`config.mk`:
```
export PLATFORM = sky130hd
export DESIGN_NAME = mem_port_arb
export DESIGN_NICKNAME = d
export VERILOG_FILES = /design/src/rtl/img_cap_pkg.sv /design/src/rtl/mem_tag_fifo.sv /design/src/rtl/mem_port_arb.sv
export SDC_FILE = /design/constraint.sdc
export NUM_CORES = 1
export LEC_CHECK = 0
export CAP_MARGIN = 10
export CORE_ASPECT_RATIO = 0.6
export CORE_MARGIN = 2
export CORE_UTILIZATION = 30
export DETAILED_ROUTE_END_ITERATION = 6
export PLACE_DENSITY_LB_ADDON = 0.3
export SLEW_MARGIN = 20
export SYNTH_ARGS = -nofsm -noshare
export SYNTH_HDL_FRONTEND = slang
export SYNTH_HIERARCHICAL = 1
export SYNTH_SLANG_ARGS = --single-unit
```
`constraint.sdc`:
```
create_clock -name clk -period 3.3 [get_ports clk]
set_input_delay 0.66 -clock clk [delete_from_list [all_inputs] [get_ports clk]]
set_output_delay 0.66 -clock clk [all_outputs]
set_load 0.02 [all_outputs]
```
`src/rtl/img_cap_pkg.sv`:
```
// img_cap_pkg: requester indices, arbiter state type and round-robin pick helper for mem_port_arb
package img_cap_pkg;
  localparam int NUM_REQ   = 4;
  localparam int REQ_IDX_W = 2;
  localparam int RID_W     = 1;
  localparam int REQ_W0    = 0;
  localparam int REQ_W1    = 1;
  localparam int REQ_R0    = 2;
  localparam int REQ_R1    = 3;
  typedef enum logic {IDLE, ISSUE} arb_state_t;
  function automatic logic [REQ_IDX_W-1:0] rr_pick(input logic [NUM_REQ-1:0] elig, input logic [REQ_IDX_W-1:0] ptr);
    logic [REQ_IDX_W-1:0] w, k;
    w = ptr;
    for (int i = NUM_REQ - 1; i >= 0; i--) begin
      k = ptr + REQ_IDX_W'(i);
      if (elig[k]) w = k;
    end
    return w;
  endfunction
endpackage

```
`src/rtl/mem_tag_fifo.sv`:
```
// mem_tag_fifo: sync FIFO (clk, reset, push/din in, pop in, dout/full/empty/count out); push+pop together legal
module mem_tag_fifo #(
  parameter int DEPTH = 8,
  parameter int WIDTH = 1
) (
  input  logic                   clk,
  input  logic                   reset,
  input  logic                   push,
  input  logic                   pop,
  input  logic [WIDTH-1:0]       din,
  output logic [WIDTH-1:0]       dout,
  output logic                   full,
  output logic                   empty,
  output logic [$clog2(DEPTH):0] count
);
  localparam int AW = $clog2(DEPTH);
  logic [WIDTH-1:0] mem_q [DEPTH];
  logic [AW-1:0] wp_q, rp_q;
  logic [AW:0] cnt_q;
  logic do_push, do_pop;
  assign do_pop  = pop & ~empty;
  assign do_push = push & (~full | do_pop);
  assign full    = cnt_q == (AW+1)'(DEPTH);
  assign empty   = cnt_q == '0;
  assign dout    = mem_q[rp_q];
  assign count   = cnt_q;
  always_ff @(posedge clk) begin
    if (reset) begin
      wp_q  <= '0;
      rp_q  <= '0;
      cnt_q <= '0;
    end else begin
      wp_q  <= wp_q + AW'(do_push);
      rp_q  <= rp_q + AW'(do_pop);
      cnt_q <= cnt_q + (AW+1)'(do_push) - (AW+1)'(do_pop);
    end
  end
  always_ff @(posedge clk) begin
    if (do_push) mem_q[wp_q] <= din;
  end
endmodule

```
`src/rtl/mem_port_arb.sv`:
```
// mem_port_arb: round-robin share of one memory port by writers w_* and readers r_*; issues on mem_*, routes returns to r_valid/r_data, reports outst_cnt/err_orphan
module mem_port_arb
  import img_cap_pkg::*;
#(
  parameter int ADDR_W    = 24,
  parameter int DATA_W    = 32,
  parameter int MAX_OUTST = 8
) (
  input  logic                       clk,
  input  logic                       reset,
  input  logic [1:0]                 w_req,
  input  logic [2*ADDR_W-1:0]        w_addr,
  input  logic [2*DATA_W-1:0]        w_data,
  output logic [1:0]                 w_gnt,
  input  logic [1:0]                 r_req,
  input  logic [2*ADDR_W-1:0]        r_addr,
  output logic [1:0]                 r_gnt,
  output logic [1:0]                 r_valid,
  output logic [DATA_W-1:0]          r_data,
  output logic                       mem_wr_en,
  output logic [ADDR_W-1:0]          mem_wr_addr,
  output logic [DATA_W-1:0]          mem_wr_data,
  output logic                       mem_rd_en,
  output logic [ADDR_W-1:0]          mem_rd_addr,
  input  logic                       mem_wr_rdy,
  input  logic                       mem_rd_rdy,
  input  logic                       mem_rd_valid,
  input  logic [DATA_W-1:0]          mem_rd_data,
  output logic [$clog2(MAX_OUTST):0] outst_cnt,
  output logic                       err_orphan
);
  arb_state_t state_q;
  logic [REQ_IDX_W-1:0] ptr_q, win_q, win;
  logic [NUM_REQ-1:0] elig;
  logic [RID_W-1:0] head;
  logic full, empty, pop;
  assign elig = {r_req & {2{mem_rd_rdy & ~full}}, w_req & {2{mem_wr_rdy}}};
  assign win  = rr_pick(elig, ptr_q);
  assign pop  = mem_rd_valid & ~empty;
  // index bit 1 selects reader vs writer, bit 0 selects which one
  always_ff @(posedge clk) begin
    if (reset) begin
      state_q     <= IDLE;
      ptr_q       <= REQ_IDX_W'(REQ_W0);
      win_q       <= REQ_IDX_W'(REQ_W0);
      w_gnt       <= '0;
      r_gnt       <= '0;
      mem_wr_en   <= 1'b0;
      mem_rd_en   <= 1'b0;
      mem_wr_addr <= '0;
      mem_wr_data <= '0;
      mem_rd_addr <= '0;
    end else begin
      w_gnt     <= '0;
      r_gnt     <= '0;
      mem_wr_en <= 1'b0;
      mem_rd_en <= 1'b0;
      if (state_q == ISSUE) begin
        state_q <= IDLE;
        ptr_q   <= win_q + 2'd1;
      end else if (|elig) begin
        state_q     <= ISSUE;
        win_q       <= win;
        w_gnt       <= win[1] ? 2'b00 : {win[0], ~win[0]};
        r_gnt       <= win[1] ? {win[0], ~win[0]} : 2'b00;
        mem_wr_en   <= ~win[1];
        mem_rd_en   <= win[1];
        mem_wr_addr <= win[0] ? w_addr[2*ADDR_W-1:ADDR_W] : w_addr[ADDR_W-1:0];
        mem_wr_data <= win[0] ? w_data[2*DATA_W-1:DATA_W] : w_data[DATA_W-1:0];
        mem_rd_addr <= win[0] ? r_addr[2*ADDR_W-1:ADDR_W] : r_addr[ADDR_W-1:0];
      end
    end
  end
  mem_tag_fifo #(.DEPTH(MAX_OUTST), .WIDTH(RID_W)) u_tag_fifo (
    .clk   (clk),
    .reset (reset),
    .push  (mem_rd_en),
    .pop   (pop),
    .din   (win_q[RID_W-1:0]),
    .dout  (head),
    .full  (full),
    .empty (empty),
    .count (outst_cnt)
  );
  always_ff @(posedge clk) begin
    if (reset) begin
      r_valid    <= '0;
      r_data     <= '0;
      err_orphan <= 1'b0;
    end else begin
      r_valid    <= {pop & head[0], pop & ~head[0]};
      r_data     <= pop ? mem_rd_data : r_data;
      err_orphan <= err_orphan | (mem_rd_valid & empty);
    end
  end
endmodule
```
## After elaboration in Yosys (flattened, before gate mapping)

Memory sizes are Yosys's and may differ from the RTL's. A register that Yosys moved wholly into a read port is not among the register bits.
Index checks and enable logic that the tools add are counted.

| word-level totals | value |
|---|---|
| flip-flop bits (word level) | 136 |
| bits in latches | 0 |
| memory bits (writable) | 8 |
| ROM bits | 0 |
| input bits | 201 |
| output and inout port bits | 125 |
| word-level logic and storage cells | 74 |
| memories | 1 |

| cells by class | value |
|---|---|
| $add $sub $neg | 8 |
| multiply operators | 0 |
| divide/modulo/power cells | 0 |
| order comparisons | 4 |
| eq/ne operators | 1 |
| shift-type cells | 0 |
| mux-type cells | 19 |
| bitwise gates (word level) | 18 |
| reduce and logical (&&, ||, !) cells | 7 |

Memory list:

| name | depth | bits a word | rd ports | clocked after Yosys merged registers in | wr ports | RTL line | source |
|---|---|---|---|---|---|---|---|
| u_tag_fifo.mem_q | 8 | 1 | 1 | 1 | 1 | mem_tag_fifo.sv:17 | `logic [WIDTH-1:0] mem_q [DEPTH];` |

Operators with widths:

| operator | number |
|---|---|
| 2-to-1 mux 24 bit | 2 |
| 2-to-1 mux 32 bit | 1 |
| < comparator 2 x 3 -> 1 bit (second input constant) | 4 |
| OR reduction 4 bit | 3 |
| binary-select mux 1 bit (select 2 bit) | 4 |
| 2-to-1 mux 2 bit | 4 |
| bitwise AND 1 bit | 7 |
| 2-to-1 mux 1 bit | 7 |
| inverter 1 bit | 7 |
| adder 3 x 1 -> 3 bit | 2 |
| adder 2 x 1 -> 2 bit (second input constant) | 2 |
| adder 2 bit (second input constant) | 2 |
| adder 4 x 1 -> 4 bit | 1 |
| bitwise AND 2 bit | 2 |
| equality test 4 bit (second input constant) | 1 |
| zero test 4 bit | 1 |
| subtractor 4 x 1 -> 4 bit | 1 |
| 2-to-1 mux 3 bit | 1 |
| OR reduction 3 bit | 1 |
| OR 1 bit | 2 |
| AND reduction 2 bit | 1 |
| OR reduction 2 bit | 1 |

## Longest topological paths before layout

Gate-level depths: netlist of run 1.

| logic depth | value |
|---|---|
| depth in word-level cells | 12 |
| depth in mapped cells | 14 |
| mapped depth without buffers | 12 |

## By module

Netlist of run 1, hierarchy kept.

Modules (own cells, without submodules):

| module | times used | cells an instance | area each (µm²) | seq. area each (µm²) |
|---|---|---|---|---|
| mem_port_arb | 1 | 685 | 5,527.8 | 2,522.4 |
| mem_tag_fifo | 1 | 75 | 905.9 | 440.4 |

## Least setup slack after synthesis of run 1

No wires, ideal clock.

| path | value |
|---|---|
| kind | register -> register |
| start point | register u_tag_fifo.cnt_q[2], in the netlist u_tag_fifo/count[2] |
| end point | register u_tag_fifo.cnt_q[2], in the netlist u_tag_fifo/count[2] |
| setup time | 0.128 ns |
| arrival time | 2.697 ns |
| data required time | 3.172 ns |
| slack | 0.475 ns |
| cell stages (with the launch flop) | 14 |
| path buffers | 2 |
| period minus slack after synthesis | 2.825 ns |
| path through | dfxtp_1 inv_1 ha_1 nor3b_1 nand2b_1 clkbuf_1 inv_1 buf_1 nand2b_1 mux2i_1 ha_1 fa_1 xnor2_1 nor2_1 |

| on the way | value |
|---|---|
| word-level cells in the longest chain between the ends | 8 |
| elaborated cells on any way between the ends | 10 |
| classes of those cells | add/sub (2); eq/ne (1); bitwise (6); reduce/logical (1) |

RTL lines:

| what | RTL line | source |
|---|---|---|
| start, declared | mem_tag_fifo.sv:19 | `logic [AW:0] cnt_q;` |
| start signal, assigned | mem_tag_fifo.sv:35 | `cnt_q <= cnt_q + (AW+1)'(do_push) - (AW+1)'(do_pop);` |
| zero test 4 bit (*) | mem_tag_fifo.sv:24 | `assign empty = cnt_q == '0;` |
| via empty | mem_port_arb.sv:36 | `logic full, empty, pop;` |
| inverter 1 bit (*) | mem_port_arb.sv:39 | `assign pop = mem_rd_valid & ~empty;` |
| bitwise AND 1 bit (*) | mem_port_arb.sv:39 |  |
| via pop | mem_port_arb.sv:36 |  |
| bitwise AND 1 bit (*) | mem_tag_fifo.sv:21 | `assign do_pop = pop & ~empty;` |
| OR 1 bit | mem_tag_fifo.sv:22 | `assign do_push = push & (~full \| do_pop);` |
| bitwise AND 1 bit | mem_tag_fifo.sv:22 |  |
| adder 4 x 1 -> 4 bit | mem_tag_fifo.sv:35 |  |
| subtractor 4 x 1 -> 4 bit (*) | mem_tag_fifo.sv:35 |  |

The timed path passes the listed nets; every way through them passes the cells marked *.
A chain may end at the register's enable or synchronous reset.

## Worst setup path after layout of run 1

| path | value |
|---|---|
| start point | register u_tag_fifo.cnt_q[2], in the netlist u_tag_fifo/count[2] |
| end point | register mem_wr_data[8] |

| on the way | value |
|---|---|
| word-level cells in the longest chain between the ends | 11 |
| elaborated cells on any way between the ends | 19 |
| classes of those cells | eq/ne (1); mux (13); bitwise (3); reduce/logical (2) |

RTL lines:

| what | RTL line | source |
|---|---|---|
| equality test 4 bit (*) | mem_tag_fifo.sv:23 | `assign full = cnt_q == (AW+1)'(DEPTH);` |
| via full | mem_port_arb.sv:36 |  |
| inverter 1 bit (*) | mem_port_arb.sv:37 | `assign elig = {r_req & {2{mem_rd_rdy & ~full}}, w_req & {2{mem_wr_rdy}}};` |
| bitwise AND 1 bit (*) | mem_port_arb.sv:37 |  |
| bitwise AND 2 bit (*) | mem_port_arb.sv:37 |  |
| binary-select mux 1 bit (select 2 bit) | img_cap_pkg.sv:16 | `if (elig[k]) w = k;` |
| 2-to-1 mux 1 bit (implied by the code) | img_cap_pkg.sv:16 |  |
| 2-to-1 mux 2 bit (4 in a row) | img_cap_pkg.sv:16 |  |
| 2-to-1 mux 32 bit | mem_port_arb.sv:69 | `mem_wr_data <= win[0] ? w_data[2*DATA_W-1:DATA_W] : w_data[DATA_W-1:0];` |
| end signal, assigned | mem_port_arb.sv:69 |  |
| end, declared | mem_port_arb.sv:22 | `output logic [DATA_W-1:0] mem_wr_data,` |

The timed path passes the listed nets; every way through them passes the cells marked *. The select of a mux whose other input is x is not followed.

==> impl_metrics.json, run 1 <==
{
  "reg2regPathDepth": 11,
  "routed_via_density": 5.05,
  "vias": 6762,
  "rsz0062_at_grt": "no",
  "initial_core_util": 0.306,
  "synth-seq-cells": 144,
  "cp.required_ns": 3.62,
  "critPathArrivalTime_ns": 3.04,
  "fmax_ghz": 0.367,
  "synthDistinctLibCells": 56,
  "cts_setup_buffers": 0,
  "sw_frac_of_total": 0.358,
  "crit_path_end_kind": "flip-flop",
  "maxCapViolCount": 0,
  "grt_usage": 0.198,
  "post_cts_resized": 0,
  "finalSetupViolations": 0,
  "clockBufferDepth": 2,
  "antenna_found_initial": 2,
  "overflow": 0,
  "grt_pass1_vias": 6323,
  "drt-total-wl_um": 23100,
  "clockPowerShare": 0.258,
  "p_int_mw": 4.50,
  "synth-async-reset-ratio": 0,
  "cts_tree": "done",
  "clock-root-buffer": "clkbuf_16",
  "grt_max_degree": 74,
  "hold_viol": 0,
  "totalPowerFinal_mw": 7.00,
  "ant_nets": 0,
  "dp_hpwl_um": 16000,
  "place_congestion": 0.814,
  "synthFlopType": "dfxtp_1",
  "synth-edff-count": 8,
  "crit_fanout": 24,
  "status": "complete, no violations",
  "num_rows": 41,
  "mostFrequentLayoutCells": "clkdlybuf4s50_1 (324), dfxtp_1 (136), nor2_1 (95), nand3_1 (85), a311oi_1 (80)",
  "ios": 326,
  "combPwrFrac": 0.413,
  "cts_hold_buf": 0,
  "worst_pin_slew_ns": 0.688,
  "cp-start-kind": "flip-flop",
  "htree_levels": 4,
  "vdd_ir_drop_max_uv": 375,
  "wl_per_cell_um": 17.2,
  "layout-drive-gt1-share": 0.0596,
  "setup-tns-final_ns": 0,
  "total_leakage_power_nw": 3.77,
  "areaGrowthSynthToFinish_pct": 63.4,
  "coreArea_um2": 21000,
  "cts_num_sinks": 144,
  "slew_headroom": 0.541,
  "clk_latency_ns": 0.42,
  "min_path_type": "reg2reg",
  "hold_depth": 2,
  "drc": 0,
  "grt_pass1_wl_um": 35200,
  "ys_seq_area_frac": 0.461,
  "yosysWarnings": 6,
  "critPathKind": "reg2reg",
  "syn-num-nets": 971,
  "chipHeight_um": 117,
  "synth_cells": 760,
  "p_switching_mw": 2.51,
  "dieArea_um2": 22700,
  "fin_crit_sh": 0.827,
  "cts_buffers": 17,
  "portBuffers": 325,
  "fin_nets": 1259,
  "clock_skew_ns": 0.00880,
  "drtIter0Drc": 380,
  "min_period_ns": 2.73,
  "fill_cells": 2035,
  "slew_viol_final": 0,
  "p_seq_frac": 0.330,
  "dr.pass1.iters": 4,
  "final_common_cell": "clkdlybuf4s50_1",
  "die_w_um": 193,
  "avgSynthCellArea_um2": 8.47,
  "powerDensity_nw_per_um2": 666,
  "syn_area_um2": 6430,
  "clkTransAtPathRegs_ns": 0.06
}
==> synth_stat cells, drive strengths merged (2+ instances only) <==
cell type / count / area share
a311oi: 80 / 0.11
nor4b: 3 / 0.0041
nor2b: 10 / 0.0097
or3b: 2 / 0.0031
inv: 11 / 0.0064
edfxtp: 8 / 0.037
dfxtp: 136 / 0.42
and4b: 2 / 0.0031
ha: 9 / 0.018
nor3b: 3 / 0.0035
nand2b: 5 / 0.0049
nand3b: 2 / 0.0023
o21a: 2 / 0.0023
nand3: 86 / 0.068
a21oi: 41 / 0.034
mux2i: 3 / 0.0047
nor3: 3 / 0.0031
mux4: 2 / 0.0070
nand2: 69 / 0.040
buf: 38 / 0.030
clkbuf: 36 / 0.021
and3b: 2 / 0.0027
xnor2: 4 / 0.0054
nor2: 95 / 0.055
mux2: 2 / 0.0035
o21ai: 89 / 0.072
==> final timing paths <==
check / startpoint / to / slack [ns]
min reg2reg: r_data[8]$_SDFFE_PP0P_ / r_data[8]$_SDFFE_PP0P_ / 0.46
max: u_tag_fifo/count[2]$_SDFF_PP0_ / mem_wr_data[8]$_SDFFE_PP0P_ / 0.57
min: r_data[8]$_SDFFE_PP0P_ / r_data[8]$_SDFFE_PP0P_ / 0.46
max reg2reg: u_tag_fifo/count[2]$_SDFF_PP0_ / mem_wr_data[8]$_SDFFE_PP0P_ / 0.57
==> cell families (layout without fill, tap and decap cells) <==
| group | count (synthesis) | count (layout) | share of synthesized area |
|---|---|---|---|
| fa+ha+maj | 10 | 10 | 0.0206 |
| buf+inv | 85 | 382 | 0.0578 |
| xor+xnor | 4 | 4 | 0.00544 |
| other cells | 0 | 2 | 0 |
| simple gates | 287 | 287 | 0.206 |
| compound gates | 223 | 223 | 0.234 |
| mux | 7 | 7 | 0.0152 |
| flops | 144 | 144 | 0.461 |
==> cell type report <==
class,count,area [µm²],area share
antenna,2,5.00,0.000476
clock buffer,23,478,0.0455
clock inverter,5,58.8,0.00559
inverter,11,41.3,0.00393
multi-input combinational,531,3130,0.298
sequential,144,2960,0.282
tap,279,349,0.0332
timing repair buffer,343,3490,0.332
==> registers in the layout (all words and copies together), names as in the netlist <==
signal / count
mem_wr_data: 32
r_data: 32
mem_rd_addr: 24
mem_wr_addr: 24
u_tag_fifo/mem_q: 8
u_tag_fifo/count: 4
u_tag_fifo/rp_q: 3
u_tag_fifo/wp_q: 3
ptr_q: 2
r_gnt: 2
r_valid: 2
w_gnt: 2
win_q: 2
err_orphan: 1
mem_rd_en: 1
mem_wr_en: 1
state_q: 1
==> metal layers <==
metal,global-route usage,share of wire,vias up
li1,-,-,3335
met1,0.273,0.46,3176
met2,0.291,0.44,226
met3,0.0587,0.076,25
met4,0.0720,0.021,0
met5,0,0,-
==> power by group through the flow <==
stage / Sequential (mW) / Combinational, mW / Clock, mW
after floorplan: 2.70 / 1.22 / 0
after global placement: 2.33 / 2.87 / 0
after detailed placement: 2.34 / 2.90 / 0
after CTS: 2.31 / 2.91 / 1.85
after global routing: 2.35 / 3.14 / 1.92
final: 2.31 / 2.89 / 1.80
==> stage by stage <==
step                utilization  hold slack [ns]  instance area, µm²  cells  setup slack (ns)
finish                    0.500            0.456               10500   1338             0.572
global route              0.500            0.474               10500   1338             0.339
CTS                       0.500            0.454               10500   1336             0.560
detailed placement        0.474            0.446                9970   1308             0.223
global placement          0.474            0.442                9970   1308             0.309
floorplan                     -            0.461                6430    760             0.475
==> worst max-delay path, stage by stage, from the launching register on <==
cell and delay (ns):
dfxtp_1 0.31, inv_1 0.10, ha_1 0.15, or3b_4 0.40, inv_1 0.08, nand2b_1 0.25
a21oi_2 0.09, o221a_2 0.31, nor3_4 0.18, buf_4 0.32, o21ai_1 0.12, a311oi_1 0.29
No activity file was read; power rests on OpenSTA's default activity.
==> inputs of run 2 (changes only) <==
- clock period: 3.3 -> 2.51 ns (I/O delays scaled with it)
==> run 2 against run 1 <==
  * Combinational power up 54%
  * Maximum frequency up 9.5%
  * Die area unchanged
  * Non-clock buffer count up 39
  * Worst hold slack worse by 0.0031 ns
  * Register-to-register slack got worse by 0.55 ns
  * Global-route usage increased by 0.45 points
  * Critical endpoint is now mem_wr_addr[9]$_SDFFE_PP0P_
==> impl_metrics.json, run 2 (synthesis results as in run 1) <==
{
  "status": "complete, no violations",
  "die_w_um": 193,
  "reg_top3": "mem_wr_data (32), r_data (32)",
  "cts_num_sinks": 144,
  "dp_hpwl_um": 16800,
  "critPathBufInv": 6,
  "critPathMaxStageDelay_ns": 0.38,
  "clkTransAtPathRegs_ns": 0.06,
  "clock-root-buffer": "clkbuf_16",
  "layout-drive-gt1-share": 0.165,
  "drc": 0,
  "num_rows": 41,
  "wl_met2_um": 11400,
  "chipHeight_um": 117,
  "slew_headroom": 0.567,
  "mostFrequentLayoutCells": "clkdlybuf4s50_1 (324), dfxtp_1 (133), nor2_1 (95), nand3_1 (85)",
  "cts_hold_buf": 0,
  "crit_fanout": 8,
  "min_period_ns": 2.49,
  "areaGrowthSynthToFinish_pct": 78.5,
  "portBuffers": 325,
  "coreArea_um2": 21000,
  "critPathTopFamily": "buffers and inverters",
  "htree_levels": 4,
  "drt-total-wl_um": 25700,
  "critPathArrivalTime_ns": 2.81,
  "grt_usage": 0.203,
  "ios": 326,
  "slowest_stage": "or3b_4",
  "wl_per_cell_um": 18.6,
  "grt_pass1_wl_um": 36300,
  "cp-start-kind": "flip-flop",
  "clock_skew_ns": 0.00421,
  "final_common_cell": "clkdlybuf4s50_1",
  "cts_buffers": 17,
  "min_path_type": "reg2reg",
  "cp.required_ns": 2.83,
  "fmax_ghz": 0.402,
  "grt_max_degree": 64,
  "hold_viol": 0,
  "overflow": 0,
  "ant_nets": 0,
  "initial_core_util": 0.306,
  "clockBufferDepth": 2,
  "vias": 7114,
  "total_leakage_power_nw": 4.17,
  "dieArea_um2": 22700,
  "top_layer_used": "met4",
  "crit_path_end_kind": "flip-flop",
  "drtIter0Drc": 472,
  "worst_pin_slew_ns": 0.649,
  "fin_nets": 1298,
  "wl_met3_um": 2180,
  "worst_slack_ns": 0.0197,
  "routed_via_density": 5.16,
  "clk_latency_ns": 0.42,
  "pre_cts_ws_ns": -0.338,
  "holdWs_ns": 0.452,
  "wirelength_met1_um": 11800,
  "critPathKind": "reg2reg",
  "dr.pass1.iters": 5,
  "antenna_found_initial": 0,
  "rsz0062_at_grt": "yes",
  "n_antenna_cell": 0,
  "place_congestion": 0.810,
  "vdd_ir_drop_max_uv": 577,
  "finalSetupViolations": 0,
  "powerDensity_nw_per_um2": 877,
  "crit_chain": "inv_2 -> ha_4 -> or3b_4 -> inv_2 -> nand2b_4 -> buf_6 -> buf_6 -> o221ai_4 -> a21oi_4 -> buf_12 -> clkbuf_16 -> o21ai_2 -> a311oi_1",
  "cts_tree": "done",
  "maxCapViolCount": 0,
  "slew_viol_final": 0,
  "grt_pass1_vias": 6586,
  "fin_crit_sh": 0.992
}
[run 2: changes by cell type in the layout (fill, tap and decap cells not counted), moves of 4 or more]
cell / before / now
a311oi_2: 0 / 11
o21ai_0: 69 / 9
o21ai_2: 0 / 50
clkbuf_16: 17 / 27
o21ai_1: 18 / 27
buf_4: 11 / 28
buf_6: 0 / 5
buf_12: 8 / 13
clkinv_2: 1 / 5
a311oi_1: 80 / 69
[run 2: cell type report]
type                    count  area [µm²]
fillers                  1938        9550
inverters                  11        41.3
repair buffers            382        4060
clock inverters            14         165
flip-flops and latches    144        2970
multi-input cells         531        3460
clock buffers              18         439
well taps                 279         349
[run 2: final timing paths]
kind | start | endpoint | slack (ns) | cells after the start
max | u_tag_fifo/count[2]$_SDFF_PP0_ | mem_wr_addr[9]$_SDFFE_PP0P_ | 0.02 | 13
min | r_data[13]$_SDFFE_PP0P_ | r_data[13]$_SDFFE_PP0P_ | 0.45 | 2
max reg2reg | u_tag_fifo/count[2]$_SDFF_PP0_ | mem_wr_addr[9]$_SDFFE_PP0P_ | 0.02 | 13
min reg2reg | r_data[13]$_SDFFE_PP0P_ | r_data[13]$_SDFFE_PP0P_ | 0.45 | 2
[run 2: report_power, final]
| part | switching [mW] | internal (mW) |
|---|---|---|
| clock | 1.02 | 1.59 |
| combinational | 2.33 | 2.10 |
| sequential | 0.269 | 2.77 |
[run 2: timing repair]
item,CTS,global route
gates resized for setup,3,141
pin swaps,5,71
endpoints found under the setup margin,79,83
buffers inserted,2,3
gates cloned,1,12
[run 2: worst register-to-register path: stages, from the launching register on]
cell and delay, ns:
dfxtp_2 0.32, inv_2 0.07, ha_4 0.11, or3b_4 0.38
inv_2 0.07, nand2b_4 0.14, buf_6 0.12, buf_6 0.09
o221ai_4 0.13, a21oi_4 0.26, buf_12 0.20, clkbuf_16 0.19
o21ai_2 0.06, a311oi_1 0.27
[run 2: per-stage QoR]
| step | instances | setup TNS [ns] | area [µm²] | utilization | power, mW |
|---|---|---|---|---|---|
| finish | 1379 | 0 | 11500 | 0.546 | 10.1 |
| global route | 1379 | -2.43 | 11500 | 0.546 | 10.6 |
| detailed placement | 1330 | -21.39 | 10200 | 0.484 | 7.04 |
| global placement | 1330 | -18.54 | 10200 | 0.484 | 6.98 |
| floorplan | 760 | 0 | 6440 | - | 5.18 |
| CTS | 1365 | 0 | 10900 | 0.516 | 9.74 |
[run 2: layer usage]
metal / GRT usage / up-vias
met5: 0 / -
met4: 0.0492 / 0
met3: 0.0664 / 23
met2: 0.309 / 271
met1: 0.275 / 3377
li1: - / 3443
==> inputs of run 3 (changes only) <==
- SYNTH_HIERARCHICAL: 1 -> unset
==> run 3 against run 2 <==
  * Synthesized cell count decreased by 3.2%
  * Wire length decreased by 12%
  * Design area decreased by 2.8%
  * Total power decreased by 7.6%
  * Synthesized area increased by 7.9%
  * Sequential power decreased by 2%
  * Worst hold slack got worse by 0.00050 ns
  * Cell count decreased by 0.80%
  * Count of clock-buffer cells in the layout increased by 1
==> impl_metrics.json, run 3 <==
{
  "fill_cells": 2158,
  "initial_core_util": 0.303,
  "multiInputGateArea_um2": 3470,
  "rsz0062_at_grt": "no",
  "dr.pass1.iters": 6,
  "ios": 326,
  "routed_via_density": 4.84,
  "clk_latency_ns": 0.42,
  "drc": 0,
  "layout-drive-gt1-share": 0.150,
  "total_leakage_power_nw": 3.98,
  "synth.top_cells.by_area": "dfxtp_1 (39%), a311oi_2 (17%), nand3_1 (5.8%), o21ai_1 (5.5%), nor2_1 (5.3%)",
  "slew_headroom": 0.422,
  "yosysTopAreaCellShare": 0.392,
  "slowest_stage": "a311o_1",
  "reg_top3": "mem_wr_data (32), r_data (32)",
  "grt_usage": 0.187,
  "clkTransAtPathRegs_ns": 0.06,
  "finalSetupViolations": 0,
  "chipHeight_um": 122,
  "crit_chain": "inv_1 -> ha_1 -> or3b_4 -> a311o_1 -> o311ai_4 -> buf_12 -> o21ai_1 -> a311oi_2",
  "cp.required_ns": 2.85,
  "place_congestion": 0.825,
  "synthDistinctLibCells": 52,
  "seqCellArea_um2": 2960,
  "fmax_ghz": 0.425,
  "yosysWarnings": 0,
  "clock-root-buffer": "clkbuf_16",
  "portBuffers": 325,
  "synth_common_cells": "dfxtp_1 (136), nor2_1 (98), nand3_1 (80)",
  "synth-async-reset-ratio": 0,
  "synthFlopType": "dfxtp_1",
  "maxCapViolCount": 0,
  "dieArea_um2": 24400,
  "holdWs_ns": 0.452,
  "grt_pass1_wl_um": 35900,
  "syn-num-nets": 948,
  "mostFrequentLayoutCells": "clkdlybuf4s50_1 (324), dfxtp_1 (136), nor2_1 (98), nand3_1 (80), a311oi_2 (79)",
  "syn_area_um2": 6940,
  "status": "complete, no violations",
  "overflow": 0,
  "fin_crit_sh": 0.938,
  "n_antenna_cell": 0,
  "drtIter0Drc": 264,
  "coreArea_um2": 22900,
  "dp_hpwl_um": 16100,
  "grt_pass1_vias": 6549,
  "synth-edff-count": 8,
  "yosys.area.top_type": "dfxtp_1",
  "cp-start-kind": "flip-flop",
  "slew_viol_final": 0,
  "crit_path_end_kind": "flip-flop",
  "yosysMostFrequentCell": "dfxtp_1",
  "cts_num_sinks": 144,
  "critPathMaxStageDelay_ns": 0.44,
  "critPathArrivalTime_ns": 2.69,
  "setup-tns-final_ns": 0,
  "areaGrowthSynthToFinish_pct": 60.8,
  "crit_fanout": 50,
  "antenna_found_initial": 1,
  "critPathKind": "reg2reg",
  "hold_viol": 0,
  "min_period_ns": 2.35,
  "fin_nets": 1252,
  "avgSynthCellArea_um2": 9.44,
  "vias": 6618,
  "ant_nets": 0,
  "die_w_um": 200,
  "cts_buffers": 17,
  "drt-total-wl_um": 22700,
  "cts_tree": "done",
  "clock_skew_ns": 0.00865,
  "grt_max_degree": 53,
  "wl_per_cell_um": 16.6,
  "ys_seq_area_frac": 0.427,
  "vdd_ir_drop_max_uv": 451,
  "cts_hold_buf": 0,
  "min_path_type": "reg2reg",
  "clockBufferDepth": 2,
  "final_common_cell": "clkdlybuf4s50_1",
  "powerDensity_nw_per_um2": 834,
  "worst_pin_slew_ns": 0.860,
  "num_rows": 43,
  "htree_levels": 4,
  "synth_cells": 736,
  "synth-seq-cells": 144
}
[run 3: cell types whose count changed after synthesis, moves of 8 or more]
cell and delta:
a311oi_1 -79, a311oi_2 +79, clkbuf_8 +11, o21ai_1 +58, buf_2 -23, buf_8 +8
o21ai_0 -67
[run 3: through the flow]
stage          worst slack [ns]  instance area, µm²  power, mW  utilization  std cells
2_1_floorplan            0.0614                6950       5.19            -        736
3_3_place_gp             0.0357               10600       6.71        0.461       1336
3_5_place_dp            0.00443               10600       6.75        0.461       1336
4_1_cts                   0.126               11200       9.43        0.487       1368
5_1_grt                  0.0373               11200       9.84        0.487       1368
6_report                  0.156               11200       9.31        0.487       1368
[run 3: cell type report]
cell class | instances | area share
sequential | 144 | 0.265
clock buffer | 19 | 0.0388
clock inverter | 13 | 0.0148
timing repair buffer | 356 | 0.331
tap | 315 | 0.0353
inverter | 12 | 0.00403
multi-input combinational | 509 | 0.310
[run 3: kinds of logic (layout without fill, tap and decap cells)]
kind of cell             Yosys count  count (layout)  share of synthesized area
AO/OA/AOI/OAI                    217             217                      0.286
multiplexers                       4               4                    0.00937
XOR/XNOR                           5               5                    0.00631
adder cells (fa/ha/maj)           11              11                     0.0209
buffers and inverters             83             400                     0.0804
AND/OR/NAND/NOR                  272             272                      0.170
flip-flops                       144             144                      0.427
[run 3: worst paths after layout]
path / start / endpoint / slack (ns) / depth (start not counted)
worst min-delay path: r_data[3]$_SDFFE_PP0P_ / r_data[3]$_SDFFE_PP0P_ / 0.45 / 2
worst max-delay path: u_tag_fifo.count[2]$_SDFF_PP0_ / mem_rd_addr[18]$_SDFFE_PP0P_ / 0.16 / 8
worst min register to register: r_data[3]$_SDFFE_PP0P_ / r_data[3]$_SDFFE_PP0P_ / 0.45 / 2
worst max register to register: u_tag_fifo.count[2]$_SDFF_PP0_ / mem_rd_addr[18]$_SDFFE_PP0P_ / 0.16 / 8
[run 3: where the power goes]
group | leakage [nW] | internal [mW] | switching, mW
clock | 0.280 | 1.57 | 1.06
combinational | 2.50 | 1.76 | 1.95
sequential | 1.20 | 2.72 | 0.246
[run 3: repair_timing]
action,4_1_cts,5_1_grt
gates resized for setup,0,1
endpoints found under the setup margin,0,1
buffers inserted,0,0
[run 3: per-layer routing]
layer,GRT usage,vias up,share of wire
li1,-,3281,-
met1,0.227,3097,0.44
met2,0.303,211,0.45
met3,0.0770,27,0.087
met4,0.0620,2,0.018
met5,0,-,0.00057
[run 3: worst max-delay path: cells and delay by family, from the launching register on]
kind | cells | cell delay [ns]
AO/OA/AOI/OAI | 4 | 0.92
adder cells (fa/ha/maj) | 1 | 0.15
buffers and inverters | 2 | 0.40
flip-flops | 1 | 0.31
AND/OR/NAND/NOR | 1 | 0.43
